[src/rtl/led_uart_gen.sv]
// LED counter advanced by a run-gated tick divider; each new value is sent as one UART frame.
// Optional: define LED_UART_PARITY_EN to add an even-parity bit (11-bit frame).

module led_uart_gen #(
  parameter int unsigned CNT_W    = 4,
  parameter int unsigned TICK_DIV = 12000000,
  parameter int unsigned BAUD_DIV = 104
) (
  input  logic             clk,
  input  logic             reset,
  input  logic             run,
  input  logic             clr_ovr,
  output logic [CNT_W-1:0] led,
  output logic             tx,
  output logic             tx_busy,
  output logic             overrun
);

  localparam int unsigned DIV_W  = (TICK_DIV > 1) ? $clog2(TICK_DIV) : 1;
  localparam int unsigned BAUD_W = (BAUD_DIV > 1) ? $clog2(BAUD_DIV) : 1;

  typedef enum logic [2:0] {
    S_IDLE   = 3'd0,
    S_START  = 3'd1,
    S_DATA   = 3'd2,
`ifdef LED_UART_PARITY_EN
    S_PARITY = 3'd3,
`endif
    S_STOP   = 3'd4
  } state_t;

  state_t            r_state;
  logic [DIV_W-1:0]  r_div;
  logic [BAUD_W-1:0] r_baud;
  logic [2:0]        r_bit;
  logic [7:0]        r_shift;
  logic [CNT_W-1:0]  r_led;
  logic              r_tx;
  logic              r_busy;
  logic              r_ovr;
`ifdef LED_UART_PARITY_EN
  logic              r_par;
`endif

  logic              w_tick;
  logic              w_baud_end;
  logic [CNT_W-1:0]  w_led_next;

  assign w_tick     = run && (r_div == DIV_W'(TICK_DIV - 1));
  assign w_baud_end = (r_baud == BAUD_W'(BAUD_DIV - 1));
  assign w_led_next = r_led + CNT_W'(1);

  assign led     = r_led;
  assign tx      = r_tx;
  assign tx_busy = r_busy;
  assign overrun = r_ovr;

  // Tick divider, LED counter and sticky overrun (a tick while busy drops the frame)
  always_ff @(posedge clk) begin
    if (reset) begin
      r_div <= '0;
      r_led <= '0;
      r_ovr <= 1'b0;
    end else begin
      if (run) r_div <= w_tick ? '0 : r_div + DIV_W'(1);
      if (w_tick) r_led <= w_led_next;
      if (w_tick && r_busy) r_ovr <= 1'b1;
      else if (clr_ovr)     r_ovr <= 1'b0;
    end
  end

  // UART transmitter; every non-idle state lasts BAUD_DIV clocks per bit
  always_ff @(posedge clk) begin
    if (reset) begin
      r_state <= S_IDLE;
      r_baud  <= '0;
      r_bit   <= '0;
      r_shift <= '0;
      r_tx    <= 1'b1;
      r_busy  <= 1'b0;
`ifdef LED_UART_PARITY_EN
      r_par   <= 1'b0;
`endif
    end else begin
      if (r_state != S_IDLE) r_baud <= w_baud_end ? '0 : r_baud + BAUD_W'(1);
      case (r_state)
        S_IDLE: begin
          if (w_tick) begin
            r_state <= S_START;
            r_shift <= 8'(w_led_next);
`ifdef LED_UART_PARITY_EN
            r_par   <= ^w_led_next;
`endif
            r_tx    <= 1'b0;
            r_busy  <= 1'b1;
            r_baud  <= '0;
          end
        end
        S_START: begin
          if (w_baud_end) begin
            r_state <= S_DATA;
            r_bit   <= '0;
            r_tx    <= r_shift[0];
            r_shift <= {1'b0, r_shift[7:1]};
          end
        end
        S_DATA: begin
          if (w_baud_end) begin
            if (r_bit == 3'd7) begin
`ifdef LED_UART_PARITY_EN
              r_state <= S_PARITY;
              r_tx    <= r_par;
`else
              r_state <= S_STOP;
              r_tx    <= 1'b1;
`endif
            end else begin
              r_bit   <= r_bit + 3'd1;
              r_tx    <= r_shift[0];
              r_shift <= {1'b0, r_shift[7:1]};
            end
          end
        end
`ifdef LED_UART_PARITY_EN
        S_PARITY: begin
          if (w_baud_end) begin
            r_state <= S_STOP;
            r_tx    <= 1'b1;
          end
        end
`endif
        S_STOP: begin
          if (w_baud_end) begin
            r_state <= S_IDLE;
            r_tx    <= 1'b1;
            r_busy  <= 1'b0;
          end
        end
        default: begin
          r_state <= S_IDLE;
          r_tx    <= 1'b1;
          r_busy  <= 1'b0;
        end
      endcase
    end
  end

endmodule

[config.mk]
export PLATFORM = sky130hd
export DESIGN_NAME = led_uart_gen
export DESIGN_NICKNAME = d
export VERILOG_FILES = /design/src/rtl/led_uart_gen.sv
export SDC_FILE = /design/constraint.sdc
export NUM_CORES = 1
export LEC_CHECK = 0
export ABC_AREA = 0
export BUFFER_PORTS_ARGS = -buffer_cell sky130_fd_sc_hd__buf_2
export CAP_MARGIN = 20
export CORE_MARGIN = 2
export CORE_UTILIZATION = 35
export CTS_CLUSTER_SIZE = 24
export DETAILED_ROUTE_END_ITERATION = 6
export GPL_TIMING_DRIVEN = 0
export PLACE_DENSITY = 0.59
export REMOVE_ABC_BUFFERS = 1
export SLEW_MARGIN = 40
export SYNTH_ARGS = -nofsm -noshare
export SYNTH_HDL_FRONTEND = slang
export SYNTH_SLANG_ARGS = --single-unit
[constraint.sdc]
create_clock -name clk -period 3.9 [get_ports clk]
set_input_delay 0.585 -clock clk [delete_from_list [all_inputs] [get_ports clk]]
set_output_delay 0.585 -clock clk [all_outputs]
set_load 0.03 [all_outputs]
==> results of run 1 <==
==> critical path, delay by kind of cell, from the launching register on <==
| family | cells | cell delay [ns] |
|---|---|---|
| adders and majority gates | 1 | 0.22 |
| and+or+nand+nor | 5 | 1.52 |
| DFF | 1 | 0.40 |
==> cell usage after synthesis (2+ instances only) <==
master | instances | area share
o211ai_1 | 2 | 0.0064
mux2i_1 | 3 | 0.013
xnor2_1 | 9 | 0.033
a21o_1 | 2 | 0.0064
nand4_1 | 11 | 0.029
nor4_1 | 2 | 0.0053
and3_1 | 11 | 0.029
nand2b_1 | 3 | 0.0079
xor2_1 | 18 | 0.067
nor2_1 | 39 | 0.062
nand3b_1 | 4 | 0.013
dfxtp_1 | 48 | 0.41
and4b_1 | 2 | 0.0085
nand3_1 | 15 | 0.032
ha_1 | 5 | 0.026
clkbuf_1 | 7 | 0.011
nor3_1 | 9 | 0.019
a31oi_1 | 3 | 0.0079
buf_1 | 2 | 0.0032
o21ai_0 | 11 | 0.023
and2_1 | 3 | 0.0079
nand2_1 | 20 | 0.032
inv_1 | 6 | 0.0095
a21oi_1 | 19 | 0.040
buf_2 | 4 | 0.0085
or3_1 | 5 | 0.013
nor3b_1 | 3 | 0.0095
==> power groups by stage <==
stage	registers, mW	logic, mW	clock network, mW
floorplan	0.504	0.00650	0
global placement	0.504	0.0150	0
detailed placement	0.504	0.0152	0
CTS	0.493	0.0154	0.352
global route	0.493	0.0171	0.371
finish	0.493	0.0149	0.340
==> registers in the layout, summed over array words and instances (netlist names) <==
signal	flops
r_div	24
r_baud	7
led	4
r_shift	4
r_bit	3
r_state	3
overrun	1
tx	1
tx_busy	1
==> worst max path at each step <==
stage,cells after the start,startpoint,end
after floorplan,7,r_bit[0]$_SDFFE_PP0P_,r_shift[3]$_SDFFE_PP0P_
after global placement,6,run,r_div[10]$_SDFFE_PP0P_
after detailed placement,6,run,r_div[22]$_SDFFE_PP0P_
after CTS,6,r_div[0]$_SDFFE_PP0P_,r_div[12]$_SDFFE_PP0P_
after global routing,6,r_div[0]$_SDFFE_PP0P_,r_div[12]$_SDFFE_PP0P_
final,6,r_div[0]$_SDFFE_PP0P_,r_div[12]$_SDFFE_PP0P_
==> metrics by stage <==
stage	area (µm²)	hold slack [ns]
CTS	2550	0.465
floorplan	2310	0.423
detailed placement	2460	0.453
global route	2550	0.495
global placement	2460	0.443
finish	2550	0.461
==> routing by layer <==
layer / global-route usage / routed length [µm] / vias to the layer above
met5: 0 / 0 / -
met4: 0.0298 / 25 / 0
met3: 0.0410 / 114 / 4
met2: 0.224 / 2130 / 16
met1: 0.178 / 2360 / 875
li1: - / - / 999
==> cell families after synthesis <==
logic type      Yosys count  synth area share
buf+inv                  19            0.0323
fa+ha+maj                 5            0.0265
mux                       3            0.0127
simple gates            135             0.304
xor+xnor                 27             0.100
compound gates           46             0.118
flops                    48             0.407
==> final cells by class <==
class	count	area [µm²]
Sequential cell	48	961
Clock buffer	5	68.8
Tap cell	77	96.3
Fill cell	652	3870
Inverter	6	22.5
Timing Repair Buffer	10	50.0
Clock inverter	1	30.0
Multi-Input combinational cell	216	1330
==> impl_metrics.toml, run 1 <==
[grt]
grt_pass1_vias = 1819
antenna_found_initial = 0
grt_max_degree = 27
track_usage = 0.136
grt-ovfl-total = 0
grt_pass1_wl_um = 8250

[clock_tree]
clk_pin_slew_ns = 0.08
clk_path_buf_depth = 2
clock_latency_ns = 0.30
ctsHoldBuffers = 0
root_buffer = "clkbuf_8"
post_cts_buffers = 0
htree_levels = 2
cts_tree = "yes"
cts.sinks = 48
cts_resized = 0
cts_buffers = 5

[place]
dp_hpwl_um = 3200
dpl_worst_slack_ns = 1.33
gp_congestion = 0.817
place_inst = 357
portBuffers = 10

[die]
io_pins = 11
fp.dieH_um = 86.2
die_area_mm2 = 0.00743
rows = 29
die_x_um = 86.2
core_mm2 = 0.00642
start_util = 0.368

[final_layout]
layout_commonest_cell = "dfxtp_1"
syn2layout_area_growth_pct = 8.10
antenna_cells = 0
layout_common_cells = "48 x dfxtp_1, 39 x nor2_1, 20 x nand2_1"
drive_gt1_frac = 0.0699
stdcell_count = 363
fin_nets = 296
final_util = 0.398

[sta]
worstMarginPinSlew_ns = 0.750
fin_ws_ns = 1.60
finalSetupTns_ns = 0
slew_violations = 0
layout_min_cycle_time_ns = 2.30
fin_crit_sh = 0.590
skew_ns = 0.00908
hold_violations = 0
max_clock_freq_ghz = 0.434
rsz0062_at_grt = "no"
setup_viol = 0
relSlewSlack = 0.495

[worst_setup_path]
path_class = "flip-flop to flip-flop"
ff2ff_setup_slack_ns = 1.60
r2r_end = "r_div[12]$_SDFFE_PP0P_"
critPathMaxFanout = 22
crit_chain = "ha_1 > and2_1 > and4b_1 > nand3_1 > nand2_1 > nor2_1"
end_kind = "flip-flop"
reg2regPathDepth = 6
slowest_delay_ns = 0.67
critical_path.reg2reg.startpoint = "r_div[0]$_SDFFE_PP0P_"
cp_slowest_cell = "nand2_1"
start_kind = "flip-flop"
arrival_ns = 2.46
cp.required_ns = 4.05

[logic_synthesis]
netlist_area_mm2 = 0.00236
ys_ff_latch = 48
avgSynthCellArea_um2 = 8.35
yosysSeqAreaShare = 0.407
synth_edf_count = 0
synthCells = 283
synth.distinct_cells = 44
synth_warnings = 0
synth_ff_type = "dfxtp_1"
async_flop_share = 0

[hold_path]
hold_path_class = "flip-flop to flip-flop"
hold_depth = 2
min_to = "r_bit[1]$_SDFFE_PP0P_"
hp-start = "r_bit[1]$_SDFFE_PP0P_"

[power_and_ir_drop]
p_switching_mw = 0.168
totalPowerFinal_mw = 0.847
p_int_mw = 0.679
combPwrFrac = 0.018
ir_drop_mv = 0.165
swShare = 0.198
power_frac_clock = 0.401
pwr_density_cell_mw_per_mm2 = 332
power_frac_seq = 0.582
leakagePower_nw = 0.963

[detailed_routing]
drt-initial-drc-count = 53
drc_errors = 0
wl_per_cell_um = 12.8
firstDrtPassIters = 4
postRouteAntennaNets = 0
vias = 1894
via_per_inst = 5.22
routed_wl_um = 4630

[status]
outcome = "finished clean"

[flow_run]
drv_cap = 0
Note: power is estimated with default switching activity, not from simulation.
==> run 2: changes to the inputs <==
- clock period: 3.9 -> 2.2 ns (I/O delays scaled with it)
==> impl_metrics.toml, run 2 (same netlist as run 1, synthesis figures left out) <==
[worst_setup_path]
arrival_ns = 2.32
path_class = "flip-flop to flip-flop"
crit_chain = "ha_1 > ha_1 > o21ai_2 > a41oi_1 > or2_4 > or4_1 > a21oi_1"
cp_slowest_cell = "or4_1"
path_common_cell = "ha_1"
cp.required_ns = 2.43
slowest_delay_ns = 0.51
start_kind = "flip-flop"
ff2ff_setup_slack_ns = 0.11
critPathMaxFanout = 8
end_kind = "flip-flop"

[final_layout]
syn2layout_area_growth_pct = 8.68
layout_common_cells = "48 x dfxtp_1, 39 x nor2_1, 19 x nand2_1, 19 x a21oi_1, 18 x xor2_1"
stdcell_count = 363
layout_commonest_cell = "dfxtp_1"
regMostFlops = "r_div"
reg_top3 = "r_div x24, r_baud x7"
fill_cells = 654
drive_gt1_frac = 0.0804
fin_nets = 296
largest_register_ff_count = 24
antenna_cells = 0

[sta]
worstMarginPinSlew_ns = 0.734
relSlewSlack = 0.506
skew_ns = 0.00849
hold_ws_ns = 0.329
layout_min_cycle_time_ns = 2.09
rsz0062_at_grt = "no"
max_clock_freq_ghz = 0.478
fin_crit_sh = 0.950
finalSetupTns_ns = 0
hold_violations = 0
slew_violations = 0
setup_viol = 0

[place]
gp_congestion = 0.817
place_inst = 357
dp_hpwl_um = 3200
portBuffers = 10

[grt]
grt_max_degree = 27
track_usage = 0.136
grt_pass1_wl_um = 8250
antenna_found_initial = 0
grt-ovfl-total = 0
grt_pass1_vias = 1819

[clock_tree]
cts_tree = "yes"
htree_levels = 2
clock_latency_ns = 0.29
cts_buffers = 5
clk_pin_slew_ns = 0.08
clk_path_buf_depth = 2
post_cts_buffers = 0
cts.sinks = 48
root_buffer = "clkbuf_8"

[power_and_ir_drop]
p_int_mw = 1.20
p_switching_mw = 0.293
power_frac_clock = 0.398
ir_drop_mv = 0.290
swShare = 0.196
totalPowerFinal_mw = 1.50
combPwrFrac = 0.018
pwr_density_cell_mw_per_mm2 = 583
power_frac_seq = 0.584
leakagePower_nw = 0.964

[detailed_routing]
met3_length_um = 105
drt-met1-wl_um = 2360
drt-initial-drc-count = 60
vias = 1909
routed_wl_um = 4600
via_per_inst = 5.26
firstDrtPassIters = 4
wl_per_cell_um = 12.7
wl_met2_um = 2120
drc_errors = 0
highest_layer = "met4"
postRouteAntennaNets = 0

[die]
die_area_mm2 = 0.00743
start_util = 0.368
fp.dieH_um = 86.2
rows = 29
core_mm2 = 0.00642
io_pins = 11
die_x_um = 86.2

[hold_path]
hold_path_class = "input port to flip-flop"

[status]
outcome = "finished clean"

[flow_run]
drv_cap = 0
[run 2: changes by cell type in the layout (fill, tap and decap cells not counted)]
cell,previous run,this run
nand2_1,20,19
or2_4,0,1
or2_1,1,0
o21ai_1,1,0
o21ai_2,0,1
nand2_4,0,1
[run 2: worst max-delay path: cells and delay by family (launching register included)]
kind | cells | cell delay [ns]
AOI/OAI and AO/OA | 3 | 0.45
adders and majority gates | 2 | 0.45
and+or+nand+nor | 2 | 0.79
DFF | 1 | 0.33
[run 2: final timing paths]
| kind | endpoint | from | cells past startpoint |
|---|---|---|---|
| min reg2reg | r_bit[1]$_SDFFE_PP0P_ | r_bit[1]$_SDFFE_PP0P_ | 2 |
| max | r_shift[3]$_SDFFE_PP0P_ | r_bit[0]$_SDFFE_PP0P_ | 7 |
| min | overrun$_SDFFE_PP0P_ | clr_ovr | 4 |
| max reg2reg | r_shift[3]$_SDFFE_PP0P_ | r_bit[0]$_SDFFE_PP0P_ | 7 |
[run 2: cell type report]
| type | instances | area, µm² | area share |
|---|---|---|---|
| flip-flops and latches | 48 | 961 | 0.374 |
| clock buffers | 5 | 68.8 | 0.0268 |
| multi-input cells | 216 | 1340 | 0.522 |
| well taps | 77 | 96.3 | 0.0375 |
| repair buffers | 10 | 50.0 | 0.0195 |
| inverters | 6 | 22.5 | 0.00877 |
| clock inverters | 1 | 30.0 | 0.0117 |
[run 2: repair_timing]
| action | in CTS | in global routing |
|---|---|---|
| hold endpoints to repair | 0 | 0 |
| hold buffers | 0 | 0 |
| resized for setup | 1 | 3 |
| setup endpoints to repair | 22 | 23 |
[run 2: per-layer routing]
| layer | vias to the layer above | global-route usage |
|---|---|---|
| li1 | 1000 | - |
| met1 | 893 | 0.178 |
| met4 | 0 | 0.0298 |
| met2 | 14 | 0.224 |
| met3 | 2 | 0.0410 |
| met5 | - | 0 |
[run 2: power by group through the flow]
stage / sequential (mW) / combinational [mW] / clock, mW
2_1_floorplan: 0.893 / 0.0115 / 0
4_1_cts: 0.874 / 0.0276 / 0.625
3_3_place_gp: 0.894 / 0.0266 / 0
6_report: 0.874 / 0.0273 / 0.596
3_5_place_dp: 0.894 / 0.0270 / 0
5_1_grt: 0.875 / 0.0313 / 0.658
[run 2: per-stage QoR]
step	instance area (µm²)	setup slack [ns]	util
floorplan	2310	0.273	-
global placement	2460	-0.131	0.382
detailed placement	2460	-0.128	0.382
CTS	2560	0.0246	0.398
global route	2570	0.0140	0.400
finish	2570	0.110	0.400
==> run 3: changes to the inputs <==
- REMOVE_ABC_BUFFERS: 1 -> not set
==> impl_metrics.toml, run 3 (same netlist as run 1, synthesis figures left out) <==
[final_layout]
reg_top3 = "r_div x24, r_baud x7"
syn2layout_area_growth_pct = 10.2
layout_commonest_cell = "dfxtp_1"
largest_register_ff_count = 24
regMostFlops = "r_div"
layout_common_cells = "48 x dfxtp_1, 39 x nor2_1, 20 x nand2_1"
antenna_cells = 0
fin_nets = 306
drive_gt1_frac = 0.0909

[sta]
skew_ns = 0.00729
layout_min_cycle_time_ns = 2.07
slew_violations = 0
finalSetupTns_ns = 0
fin_ws_ns = 0.130
rsz0062_at_grt = "no"
fin_crit_sh = 0.941
relSlewSlack = 0.552
worstMarginPinSlew_ns = 0.666
hold_ws_ns = 0.325
setup_viol = 0
hold_violations = 0
max_clock_freq_ghz = 0.483

[detailed_routing]
via_per_inst = 5.22
drc_errors = 0
drt-initial-drc-count = 49
routed_wl_um = 4840
wl_per_cell_um = 12.9
postRouteAntennaNets = 0
firstDrtPassIters = 4
vias = 1954

[worst_setup_path]
path_common_cell = "ha_1"
end_kind = "flip-flop"
cp_slowest_cell = "or4_1"
worst-path-buf-inv = 0
slowest_delay_ns = 0.51
r2r_end = "r_shift[3]$_SDFFE_PP0P_"
critPathMaxFanout = 8
path_class = "flip-flop to flip-flop"
start_kind = "flip-flop"
arrival_ns = 2.31
crit_chain = "ha_1 > ha_1 > o21ai_2 > a41oi_1 > or2_4 > or4_1 > a21oi_1"
critical_path.reg2reg.startpoint = "r_bit[0]$_SDFFE_PP0P_"
reg2regPathDepth = 7
cp.required_ns = 2.44
cp_top_family = "simple AND/OR/NAND/NOR gates"
ff2ff_setup_slack_ns = 0.13

[clock_tree]
clk_pin_slew_ns = 0.08
cts_tree = "yes"
htree_levels = 2
clk_path_buf_depth = 2
clock_latency_ns = 0.30
ctsHoldBuffers = 0
cts_resized = 1
cts.sinks = 48
post_cts_buffers = 0
cts_buffers = 5
root_buffer = "clkbuf_8"

[place]
dpl_worst_slack_ns = 0.00200
dp_hpwl_um = 3490
gp_congestion = 0.804
portBuffers = 8

[hold_path]
min_to = "overrun$_SDFFE_PP0P_"
hold_depth = 4
hold_path_class = "input port to flip-flop"
hp-start = "clr_ovr"

[die]
fp.dieH_um = 86.2
die_x_um = 86.2
rows = 29
start_util = 0.368
io_pins = 11
core_mm2 = 0.00642
die_area_mm2 = 0.00743

[power_and_ir_drop]
pwr_density_cell_mw_per_mm2 = 563
leakagePower_nw = 0.986
ir_drop_mv = 0.332

[grt]
grt_pass1_vias = 1758
grt_max_degree = 14
grt-ovfl-total = 0
grt_pass1_wl_um = 8070
antenna_found_initial = 0
track_usage = 0.136

[flow_run]
drv_cap = 0

[logic_synthesis]
synthesis.nets = 292

[status]
outcome = "finished clean"
[run 3: cell count changes in the layout (fill, tap and decap cells not counted), sizes merged]
cell,previous run,this run
clkbuf,5,14
buf,10,13
bufinv,1,0
[run 3: layout make-up]
type,instances,area (µm²)
inverter,6,22.5
timing repair buffer,8,40.0
fill,664,3820
multi-input combinational,216,1340
sequential,48,961
clock buffer,7,96.3
tap,77,96.3
buffer,12,51.3
[run 3: through the flow]
stage,utilization,power [mW],cells,cell area (µm²)
floorplan,-,0.914,283,2360
global route,0.406,1.53,374,2610
CTS,0.405,1.49,375,2600
finish,0.406,1.47,374,2610
detailed placement,0.389,0.924,368,2500
global placement,0.389,0.924,368,2500
[run 3: how the worst max path moves through the flow]
stage	startpoint	end	slack, ns	cells after the start
after CTS	r_bit[0]$_SDFFE_PP0P_	r_shift[3]$_SDFFE_PP0P_	0.02	8
final	r_bit[0]$_SDFFE_PP0P_	r_shift[3]$_SDFFE_PP0P_	0.13	7
after global routing	r_bit[0]$_SDFFE_PP0P_	r_shift[3]$_SDFFE_PP0P_	0.01	7
after global placement	r_bit[0]$_SDFFE_PP0P_	r_shift[3]$_SDFFE_PP0P_	0.03	8
after detailed placement	r_bit[0]$_SDFFE_PP0P_	r_shift[3]$_SDFFE_PP0P_	0.002	8
after floorplan	r_bit[0]$_SDFFE_PP0P_	r_shift[3]$_SDFFE_PP0P_	0.21	8
[run 3: per-layer routing]
metal	GRT usage	vias to the layer above	wire length (µm)
li1	-	1024	-
met1	0.172	899	2360
met2	0.223	23	2280
met3	0.0419	8	130
met4	0.0398	0	75
met5	0	-	0
[run 3: worst reg2reg max path: stages, from the launching register on]
cell and delay [ns]:
dfxtp_1 0.33, ha_1 0.19, ha_1 0.25, o21ai_2 0.16
a41oi_1 0.13, or2_4 0.28, or4_1 0.51, a21oi_1 0.15
[run 3: where the power goes]
part,internal [mW],switching [mW]
clock,0.280,0.283
sequential,0.871,0.00315
combinational,0.00852,0.0213
total,1.16,0.307
